--- src/rtl/imem_loader.sv ---
// Boot/run controller: packs a byte stream little-endian into 32-bit words, writes them
// into instruction RAM from address 0, and gates the core reset. Optional: LOADER_CHECKSUM_EN.
module imem_loader #(
  parameter int ADDR_W = 12,
  parameter int DEPTH  = 4096
) (
  input  logic              clk,
  input  logic              rst,
  input  logic              load_req,
  input  logic              run_req,
  input  logic              halt_req,
  input  logic              byte_valid,
  input  logic [7:0]        byte_data,
  output logic              byte_ready,
  output logic              imem_we,
  output logic [ADDR_W-1:0] imem_addr,
  output logic [31:0]       imem_wdata,
  output logic              cpu_rst_n,
  output logic [ADDR_W:0]   word_count,
  output logic [2:0]        state,
  output logic              err,
  output logic [31:0]       checksum
);

  typedef enum logic [2:0] {
    IDLE  = 3'd0,
    LOAD  = 3'd1,
    FLUSH = 3'd2,
    RUN   = 3'd3,
    HALT  = 3'd4
  } state_t;

  localparam logic [ADDR_W:0] FULL = (ADDR_W+1)'(DEPTH);

  state_t            st, nxt;
  logic [1:0]        lane;
  logic [31:0]       pack, merged;
  logic              accept, wr, restart, full;
  logic [ADDR_W:0]   nxt_count;

  assign full   = (word_count == FULL);
  assign accept = byte_valid && byte_ready;
  assign state  = st;

  // Partial word plus any byte accepted this cycle; unfilled lanes stay zero.
  always_comb begin
    merged = pack;
    if (accept) merged[{lane, 3'b000} +: 8] = byte_data;
  end

  always_comb begin
    nxt     = st;
    wr      = 1'b0;
    restart = 1'b0;
    case (st)
      IDLE: begin
        if (run_req) begin
          if (word_count != '0) nxt = RUN;
        end else if (load_req) begin
          nxt     = LOAD;
          restart = 1'b1;
        end
      end
      LOAD: begin
        if (halt_req) begin
          nxt = HALT;
        end else if (run_req) begin
          // Any pending bytes (including one arriving now) are written while in FLUSH.
          if (lane != 2'd0 || accept) begin
            nxt = FLUSH;
            wr  = 1'b1;
          end else if (word_count != '0) begin
            nxt = RUN;
          end else begin
            nxt = IDLE;
          end
        end else if (load_req) begin
          restart = 1'b1;
        end else if (accept && lane == 2'd3) begin
          wr = 1'b1;
        end
      end
      FLUSH: nxt = RUN;
      RUN: begin
        if (halt_req) begin
          nxt = HALT;
        end else if (load_req) begin
          nxt     = LOAD;
          restart = 1'b1;
        end
      end
      HALT: begin
        if (!halt_req) begin
          if (run_req) begin
            nxt = RUN;
          end else if (load_req) begin
            nxt     = LOAD;
            restart = 1'b1;
          end
        end
      end
      default: nxt = IDLE;
    endcase
    nxt_count = restart ? '0 : word_count + (ADDR_W+1)'(wr);
  end

  always_ff @(posedge clk) begin
    if (rst) begin
      st         <= IDLE;
      cpu_rst_n  <= 1'b0;
      byte_ready <= 1'b0;
      imem_we    <= 1'b0;
      imem_addr  <= '0;
      imem_wdata <= '0;
      word_count <= '0;
      err        <= 1'b0;
      lane       <= 2'd0;
      pack       <= '0;
    end else begin
      st         <= nxt;
      imem_we    <= wr;
      word_count <= nxt_count;
      if (wr) begin
        imem_addr  <= word_count[ADDR_W-1:0];
        imem_wdata <= merged;
      end
      if (restart || wr || nxt != LOAD) begin
        lane <= 2'd0;
        pack <= '0;
      end else if (accept) begin
        lane <= lane + 2'd1;
        pack <= merged;
      end
      if (restart)
        err <= 1'b0;
      else if (st == LOAD && full && byte_valid)
        err <= 1'b1;
      byte_ready <= (nxt == LOAD) && (nxt_count != FULL);
      // Hold the core in reset for the first RUN cycle so fetch restarts cleanly.
      cpu_rst_n  <= (st == RUN) && (nxt == RUN);
    end
  end

`ifdef LOADER_CHECKSUM_EN
  logic [31:0] csum;
  always_ff @(posedge clk) begin
    if (rst || restart) csum <= '0;
    else if (wr)        csum <= csum + merged;
  end
  assign checksum = csum;
`else
  assign checksum = 32'd0;
`endif

endmodule

--- config.mk ---
export PLATFORM = sky130hd
export DESIGN_NAME = imem_loader
export DESIGN_NICKNAME = d
export VERILOG_FILES = /design/src/rtl/imem_loader.sv
export SDC_FILE = /design/constraint.sdc
export NUM_CORES = 1
export LEC_CHECK = 0
export BUFFER_PORTS_ARGS = -buffer_cell sky130_fd_sc_hd__buf_4
export CAP_MARGIN = 20
export CORE_AREA = 2 2 94 96
export CTS_CLUSTER_DIAMETER = 30
export DETAILED_ROUTE_END_ITERATION = 10
export DIE_AREA = 0 0 96 98
export PLACE_DENSITY_LB_ADDON = 0.12
export SLEW_MARGIN = 20
export SYNTH_ARGS = -nofsm -noshare
export SYNTH_HDL_FRONTEND = slang
export SYNTH_SLANG_ARGS = --single-unit
--- constraint.sdc ---
create_clock -name clk -period 4.5 [get_ports clk]
set_input_delay 0.9 -clock clk [delete_from_list [all_inputs] [get_ports clk]]
set_output_delay 0.9 -clock clk [all_outputs]
set_load 0.02 [all_outputs]
==> out/metrics.cfg <==
[synthesis]
synth.avg_cell_area_um2=9.08
synth_fa_ha_area_share_pct=1.72
ys_seq_elements=98
synth_edf_count=0
yosysWarnings=0
yosys.area_share.xor_xnor_pct=3.01
yosys.area_share.simple_pct=20.5
synthArstFlopShare_pct=0
ys_types=59
synthMuxAreaShare_pct=0.458
synthesis.area_um2=4370
synth_flop_cell=dfxtp_1
synth_top_family_by_area=simple AND/OR/NAND/NOR gates
seq_area_frac_synth_pct=44.9
syn_inst=481
synth_compound_area_share_pct=17.4

[critical_path]
crit_type=reg2reg
critical_path_buf_inv_count=2
path_cells=inv_1 > ha_1 > a21boi_2 > nor3_1 > o21ai_2 > inv_2 > ha_1 > nand2_1 > or4_1 > a221oi_2 > and4_1 > a311oi_1
critical_path.most_common_cell=ha_1
cp-start-kind=flop
cpMaxStageDelayCell=or4_1
arrival_ns=3.72
path_max_fanout=29
max_stage_delay_ns=0.52
cp_data_required_time_ns=4.71
crit_path_end_kind=flop
cp_top_family=simple AND/OR/NAND/NOR gates

[detailed_routing]
drc=0
first_iter_violations=131
drtAntennaViolNets=0
vias=3542
drtPass1Iterations=4
vias_per_cell=5.47
wl_mm=9.89
wl_per_cell_um=15.3

[grt]
grt_pass1_wl_mm=15.4
grt_remaining_overflow=0
grt_start_max_net_pins=51
antenna_found_initial=0
grtUsageTotal_pct=20.6
grt_pass1_vias=3050

[power]
p_per_area_nw_per_um2=334
ir_drop_uv=215
total_power_mw=1.66
p_leak_nw=1.89

[clock_network]
cts_max_path_buffers=2
clk_pin_slew_ns=0.09
numCtsBuffers=9
cts_resized=0
cts_setup_buffers=0
hold_buffers=0
numClockSinks=98
cts_htree_levels=3
cts_tree=built
clk_latency_ns=0.36
cts-root-buf=clkbuf_8

[floorplan]
dieArea_um2=9410
core_area_um2=8470
die_h_um=98
rows=34
die_w_um=96
pin_count=110
start_util_pct=51.6

[timing]
timing.hold.ws_ns=0.459
tns_ns=0
maxSlewHeadroom_pct=35.6
hold_violations=0
timing.fmax_ghz=0.284
clock_skew_ns=0.0118
worst_slew_pin_slew_ns=0.967
slew_viol_final=0
finalSetupViolations=0
fin_crit_sh_pct=78.2
layout_min_cycle_time_ns=3.52
rsz0062_at_grt=no

[placed_design]
placedCellCount=631
gp_congestion=0.862
port_buffers=77
dpl.hpwl_mm=6.81

[finish]
finalNonFillerCells=647
antenna_cells=0
final_common_cell=dfxtp_1
finish.net_count=554
layout_common_cells=dfxtp_1 (98), buf_4 (79), nor2_1 (58)
drive_gt1_share_pct=21.3
fin_util_pct=58.6
area_delta_synth_final_pct=13.5

[run]
maxCapViolCount=0

[outcome]
status=finished, final reports clean

[min_path]
hold_path_class=reg2reg

-- flip-flops by register name, summed over array words and instances, names as in the netlist --
name	cells
word_count	13
byte_ready	1
pack	32
cpu_rst_n	1
imem_wdata	32
state	3
lane	2
imem_we	1
err	1
imem_addr	12
-- where the power goes --
part / total [mW] / switching, mW / internal, mW
Sequential: 0.884 / 0.0112 / 0.873
Combinational: 0.135 / 0.0975 / 0.0378
Clock: 0.639 / 0.310 / 0.330
Total: 1.66 / 0.418 / 1.24
-- final timing paths --
check / start / end / slack [ns] / depth (start not counted)
max reg2reg: lane[0] / byte_ready / 0.98 / 12
min: imem_addr[7] / imem_addr[7] / 0.46 / 2
max: lane[0] / byte_ready / 0.98 / 12
min reg2reg: imem_addr[7] / imem_addr[7] / 0.46 / 2
-- layout make-up --
cell class                      count  area [µm²]
Clock buffer                       10         138
Clock inverter                      6        87.6
Fill cell                         799        3510
Inverter                           11        41.3
Multi-Input combinational cell    335        2000
Sequential cell                    98        1960
Tap cell                          108         135
Timing Repair Buffer               79         593
-- worst register-to-register path, stage by stage, from the launching register on --
cell	delay [ns]
dfxtp_1	0.41
inv_1	0.15
ha_1	0.32
a21boi_2	0.21
nor3_1	0.25
o21ai_2	0.10
inv_2	0.37
ha_1	0.35
nand2_1	0.15
or4_1	0.52
a221oi_2	0.24
and4_1	0.22
a311oi_1	0.08
-- kinds of logic (layout without fill, tap and decap cells) --
group           count (synthesis)  count (layout)
xor+xnor                       15              15
flops                          98              98
buf+inv                        79             106
mux                             2               2
fa+ha+maj                       6               6
simple gates                  177             177
other cells                     1              32
compound gates                103             103
-- metal layers --
layer	share of wire, %	up-vias	GRT usage, %
li1	-	1741	-
met1	44	1692	27.8
met3	5.9	10	3.78
met4	0.90	0	5.93
met5	0	-	0
met2	50	99	33.4
-- metrics by stage --
stage,cell area [µm²],setup WS (ns)
floorplan,4480,1.10
global placement,4730,1.02
detailed placement,4730,0.937
CTS,4960,1.01
global route,4960,0.777
finish,4960,0.983
-- Yosys cell counts (all sizes together), types with 7 or more instances --
library cell	n	area, µm²
o21ai	7	50.1
nor2	58	218
a21oi	23	115
xnor2	10	87.6
a211oi	33	253
a22oi	24	180
dfxtp	98	1960
and3	11	68.8
nor3	38	205
buf	56	402
nor4	9	68.8
clkbuf	12	76.3
nand2	32	123
nand3	11	65.1
inv	11	41.3
No activity file was read; power rests on OpenSTA's default activity.
